`src/rtl/uart_tx_framer.sv`:
```
// uart_tx_framer -- parallel-to-serial UART transmit framer.
//
// Sends one frame per accepted request: start bit (0), DATA_WIDTH data bits
// LSB first, an optional parity bit, and one stop bit (1). Each bit lasts
// Prescale clk cycles; only Prescale values 8, 16 and 32 are accepted.
//
// Ports:
//   clk        in   system clock, rising edge
//   rst        in   asynchronous active-low reset
//   Prescale   in   clk cycles per UART bit (8/16/32)
//   P_DATA     in   parallel payload
//   Data_Valid in   one-cycle send request
//   PAR_EN     in   1 = append parity bit
//   PAR_TYP    in   0 = even parity, 1 = odd parity
//   TX_OUT     out  serial line, idle high, registered
//   Busy       out  frame in progress, registered
module uart_tx_framer #(
   parameter int unsigned DATA_WIDTH = 8
) (
   input  logic                  clk,
   input  logic                  rst,
   input  logic [5:0]            Prescale,
   input  logic [DATA_WIDTH-1:0] P_DATA,
   input  logic                  Data_Valid,
   input  logic                  PAR_EN,
   input  logic                  PAR_TYP,
   output logic                  TX_OUT,
   output logic                  Busy
);

   localparam int unsigned BW = (DATA_WIDTH > 1) ? $clog2(DATA_WIDTH) : 1;

   typedef enum logic [2:0] {IDLE, START, DATA, PARITY, STOP} state_t;

   state_t                state;
   logic [4:0]            edge_cnt;
   logic [BW-1:0]         bit_cnt;
   logic [DATA_WIDTH-1:0] data_q;
   logic                  par_en_q;
   logic                  par_typ_q;
   logic [5:0]            prescale_q;

   logic                  prescale_ok;
   logic                  edge_wrap;
   logic                  last_bit;
   logic                  parity_bit;
   logic [BW-1:0]         bit_nxt;

   always_comb begin
      prescale_ok = (Prescale == 6'd8) || (Prescale == 6'd16) || (Prescale == 6'd32);
      // Latched prescale of 32 still fits: the counter tops out at 31.
      edge_wrap   = ({1'b0, edge_cnt} == (prescale_q - 6'd1));
      last_bit    = (bit_cnt == BW'(DATA_WIDTH - 1));
      bit_nxt     = bit_cnt + BW'(1);
      parity_bit  = (^data_q) ^ par_typ_q;
   end

   // TX_OUT is loaded with the value of the next bit on the same edge that
   // changes state, so the line is registered with no extra latency.
   always_ff @(posedge clk or negedge rst) begin
      if (!rst) begin
         state      <= IDLE;
         TX_OUT     <= 1'b1;
         Busy       <= 1'b0;
         edge_cnt   <= '0;
         bit_cnt    <= '0;
         data_q     <= '0;
         par_en_q   <= 1'b0;
         par_typ_q  <= 1'b0;
         prescale_q <= '0;
      end else begin
         case (state)
            IDLE: begin
               TX_OUT   <= 1'b1;
               Busy     <= 1'b0;
               edge_cnt <= '0;
               bit_cnt  <= '0;
               if (Data_Valid && !Busy && prescale_ok) begin
                  data_q     <= P_DATA;
                  par_en_q   <= PAR_EN;
                  par_typ_q  <= PAR_TYP;
                  prescale_q <= Prescale;
                  TX_OUT     <= 1'b0;
                  Busy       <= 1'b1;
                  state      <= START;
               end
            end

            START: begin
               if (edge_wrap) begin
                  edge_cnt <= '0;
                  TX_OUT   <= data_q[0];
                  state    <= DATA;
               end else begin
                  edge_cnt <= edge_cnt + 5'd1;
               end
            end

            DATA: begin
               if (edge_wrap) begin
                  edge_cnt <= '0;
                  if (last_bit) begin
                     bit_cnt <= '0;
                     if (par_en_q) begin
                        TX_OUT <= parity_bit;
                        state  <= PARITY;
                     end else begin
                        TX_OUT <= 1'b1;
                        state  <= STOP;
                     end
                  end else begin
                     bit_cnt <= bit_nxt;
                     TX_OUT  <= data_q[bit_nxt];
                  end
               end else begin
                  edge_cnt <= edge_cnt + 5'd1;
               end
            end

            PARITY: begin
               if (edge_wrap) begin
                  edge_cnt <= '0;
                  TX_OUT   <= 1'b1;
                  state    <= STOP;
               end else begin
                  edge_cnt <= edge_cnt + 5'd1;
               end
            end

            STOP: begin
               if (edge_wrap) begin
                  edge_cnt <= '0;
                  TX_OUT   <= 1'b1;
                  Busy     <= 1'b0;
                  state    <= IDLE;
               end else begin
                  edge_cnt <= edge_cnt + 5'd1;
               end
            end

            default: begin
               state    <= IDLE;
               TX_OUT   <= 1'b1;
               Busy     <= 1'b0;
               edge_cnt <= '0;
               bit_cnt  <= '0;
            end
         endcase
      end
   end

endmodule

```
`config.mk`:
```
export PLATFORM = sky130hd
export DESIGN_NAME = uart_tx_framer
export DESIGN_NICKNAME = d
export VERILOG_FILES = /design/src/rtl/uart_tx_framer.sv
export SDC_FILE = /design/constraint.sdc
export NUM_CORES = 1
export LEC_CHECK = 0
export BUFFER_PORTS_ARGS = -buffer_cell sky130_fd_sc_hd__buf_4
export CORE_MARGIN = 3
export CORE_UTILIZATION = 45
export DETAILED_ROUTE_END_ITERATION = 6
export GPL_TIMING_DRIVEN = 0
export SETUP_SLACK_MARGIN = 0.2
export SLEW_MARGIN = 20
export SYNTH_ARGS = -nofsm -noshare
export SYNTH_HDL_FRONTEND = slang
export SYNTH_SLANG_ARGS = --single-unit
export TNS_END_PERCENT = 50
```
`constraint.sdc`:
```
create_clock -name clk -period 4 [get_ports clk]
set_clock_uncertainty 0.05 [all_clocks]
set_input_delay 0.2 -clock clk [delete_from_list [all_inputs] [get_ports clk]]
set_output_delay 0.2 -clock clk [all_outputs]
set_load 0.01 [all_outputs]
```
==> tab_implementation.tex <==
\begin{tabular}{lr}
\hline
Metric & Value \\
\hline
\multicolumn{2}{l}{\textbf{Run status}} \\
\quad Result of the run & complete, no violations \\
\multicolumn{2}{l}{\textbf{CTS}} \\
\quad H-tree levels & 2 \\
\quad CTS Root Cell & clkbuf\_4 \\
\quad Clock transition at path regs & 90 ps \\
\quad Source-to-sink clock delay at the later pin of the worst-skew pair & 330 ps \\
\quad Maximum buffer depth of the clock tree & 2 \\
\quad TritonCTS Sinks & 29 \\
\quad Clock tree from TritonCTS & built \\
\quad Number of buffers created by CTS & 5 \\
\multicolumn{2}{l}{\textbf{Worst setup path}} \\
\quad Critical path fanouts, max & 6 \\
\quad Largest delay contributor family on the critical path & multiplexers \\
\quad Signal arrival time at the worst endpoint & between 2000 and 3000 ps \\
\quad Data required time at the worst endpoint & roughly 4200 ps \\
\quad CP Cell Sequence & ha\_1 -> mux4\_2 -> mux2\_2 -> o211ai\_2 -> a31oi\_1 -> a2111oi\_2 -> mux2i\_1 \\
\quad Highest cell delay on the worst timing path & about 500 ps \\
\quad Cell with the biggest individual delay on the critical path & mux4\_2 \\
\quad Worst setup EP type & flop \\
\quad Startpoint Class & flop \\
\quad Total buffers and inverters traversed by the critical path & 0 \\
\quad Class of the most critical setup path & reg2reg \\
\multicolumn{2}{l}{\textbf{Detailed routing}} \\
\quad Avg WL per Cell & 13.6 um \\
\quad First DRT Iteration DRCs & 54 \\
\quad Total number of vias & about 1100 \\
\quad Ratio of routed vias to standard cells & 5.18 \\
\quad Number of routed nets with antenna violations & 0 \\
\quad Routed wire length & approximately 3.0 mm \\
\quad Number of detailed-routing iterations run before antenna repair & 4 \\
\quad DRC errors left & 0 \\
\multicolumn{2}{l}{\textbf{Pwr}} \\
\quad IR drop worst, VDD & about 0.24 mV \\
\quad Total power divided by cell area & about 500 nW/um2 \\
\quad Cell leakage power & between 0.8 and 0.9 nW \\
\multicolumn{2}{l}{\textbf{Logic synthesis}} \\
\quad Post-synthesis sequential element count & 29 \\
\quad Top\_reg\_cell synth & dfrtp\_1 \\
\quad Top post-synthesis cells by area & dfrtp\_1 (44\%), mux2\_2 (9.1\%), xnor2\_1 (6.0\%) \\
\quad Count of flip-flops with a built-in enable after synthesis & 0 \\
\quad Top cells by instance count after synthesis & dfrtp\_1 (28), nor2\_1 (14), mux2\_2 (13) \\
\quad Largest area contributor in the synthesized netlist & dfrtp\_1 \\
\quad Cell variety after synth & 39 \\
\quad Synthesized netlist cell count & between 100 and 150 \\
\quad Fraction of post-synthesis cell area in the top cell type by area & a little over two fifths \\
\quad Count leader, synth & dfrtp\_1 \\
\quad Average instance area after synthesis & 11.0 um2 \\
\quad Mapped cell area & around 1600 um2 \\
\quad Synthesized net count & 168 \\
\quad Yosys warns & 0 \\
\quad Sequential share of the synthesized area & a little under half \\
\quad Share of flip-flops with an asynchronous set or reset after synthesis & 100\% \\
\multicolumn{2}{l}{\textbf{Global route}} \\
\quad Total routing usage reported by global routing & 16.3\% \\
\quad Initial antenna violation count & 0 \\
\quad Number of global-route vias before repair & 1189 \\
\quad Maximum number of pins on one net before global-route repair & 30 \\
\quad Final global-route overflow total & 0 \\
\quad Global-route wire length before repair & between 5 and 6 mm \\
\multicolumn{2}{l}{\textbf{Timing}} \\
\quad Total count of max-transition violations in the final report & 0 \\
\quad Slew of the pin with the lowest slew margin & roughly 430 ps \\
\quad Hold\_ws & approximately 28 ps \\
\quad Fmax achieved & about 400 MHz \\
\quad Hold violation count in the final report & 0 \\
\quad Setup repair after global routing missed its margin & no \\
\quad Final count of negative-setup-slack endpoints & 0 \\
\quad Total Neg Setup Slack & 0 ps \\
\quad Time the worst path needs with I/O delays and setup & between 2000 and 2500 ps \\
\quad Rel. slew slack & a little under three quarters \\
\quad Share of the clock period used by the worst path & 61.7\% \\
\multicolumn{2}{l}{\textbf{Finish}} \\
\quad N\_diodes & 0 \\
\quad Fraction of layout instances using a drive strength above 1 & about 29\% \\
\quad Final \#Nets & roughly 200 \\
\quad Area overhead of the layout relative to synthesis & 17.3\% \\
\quad Final core area utilization & a little under three fifths \\
\quad Final design instance area without fill & about 1900 um2 \\
\multicolumn{2}{l}{\textbf{Job}} \\
\quad Max-cap violations & 0 \\
\multicolumn{2}{l}{\textbf{Floorplan}} \\
\quad Placeable core area & between 3000 and 4000 um2 \\
\quad Site Rows & 21 \\
\quad DIE WIDTH & between 60 and 70 um \\
\quad Die ar. & between 4000 and 5000 um2 \\
\quad Die Ht & roughly 66 um \\
\quad Initial standard-cell utilization of the core & between 40 and 50\% \\
\quad I/O pin total & 21 \\
\multicolumn{2}{l}{\textbf{Place}} \\
\quad Placer's final routability congestion estimate & $\sim$0.84 \\
\quad Detail Placement HPWL & between 2 and 2.5 mm \\
\quad Number of buffers inserted by port buffering & 20 \\
\quad Instance area at placement & 1810 um2 \\
\multicolumn{2}{l}{\textbf{Hold path}} \\
\quad Type of the worst min-delay path & in2reg \\
\hline
\end{tabular}
-- final timing paths --
kind	end	start	slack, ps	cells after the start
setup / recovery	TX_OUT	bit_cnt[0]	1530	7
hold / removal	par_en_q	PAR_EN	30	3
setup reg to reg	TX_OUT	bit_cnt[0]	1530	7
hold reg to reg	TX_OUT	TX_OUT	440	2
max in group asynchronous	TX_OUT	rst	3330	2
min in group asynchronous	edge_cnt[2]	rst	270	2
-- registers in the layout (all words and copies together), names as in the netlist --
name / count
Busy: 1
TX_OUT: 1
bit_cnt: 3
data_q: 8
edge_cnt: 5
par_en_q: 1
par_typ_q: 1
prescale_q: 6
state: 3
-- cells in the final DEF (no fill, tap or decap), types with 6 or more instances in the layout --
master   instances
dfrtp_1         28
buf_4           22
nor2_1          14
mux2_2          13
xnor2_1         11
nand2_1          8
inv_1            7
xor2_1           6
-- per-stage QoR --
step,power (mW),setup WS (ps),instances
2_1_floorplan,0.689,1730,145
3_3_place_gp,0.774,1550,211
3_5_place_dp,0.780,1540,211
4_1_cts,0.971,1520,220
5_1_grt,1.04,1430,220
6_report,0.964,1530,220
-- kinds of logic after synthesis --
kind of cell	share of synthesized area [%]
multiplexers	12.6
XOR/XNOR	10.7
AND/OR/NAND/NOR	13.4
buffers and inverters	3.36
adder cells (fa/ha/maj)	3.13
flip-flops	45.4
AO/OA/AOI/OAI	11.3
-- routing by layer --
| metal | wire, um | part of all wire (%) | global-route usage [%] |
|---|---|---|---|
| met5 | 0 | 0 | 0 |
| met4 | 48 | 1.6 | 6.99 |
| met3 | 150 | 5.0 | 5.81 |
| met2 | 1290 | 43 | 23.9 |
| met1 | 1500 | 50 | 21.7 |
-- worst register-to-register path, stage by stage, from the launching register on --
cell and delay (ps):
dfrtp_1 470, ha_1 390, mux4_2 500, mux2_2 280, o211ai_2 130, a31oi_1 70, a2111oi_2 360, mux2i_1 130
-- cell type report --
cell class	instances	area, um2
Sequential cell	29	727
Buffer	5	27.5
Multi-Input combinational cell	104	820
Clock buffer	8	58.8
Timing Repair Buffer	21	160
Tap cell	46	57.6
Fill cell	303	1510
Inverter	7	26.3
-- what timing repair did --
item,4_1_cts,5_1_grt
endpoints found under the hold margin,28,0
hold buffers,1,0
setup buffers,0,0
gates resized for setup,0,0
-- power by group --
part / leakage [nW] / internal [mW] / switching (mW)
combinational: 0.448 / 0.184 / 0.195
sequential: 0.381 / 0.352 / 0.0488
clock: 0.0326 / 0.0866 / 0.0979
Note: power is estimated with default switching activity, not from simulation.
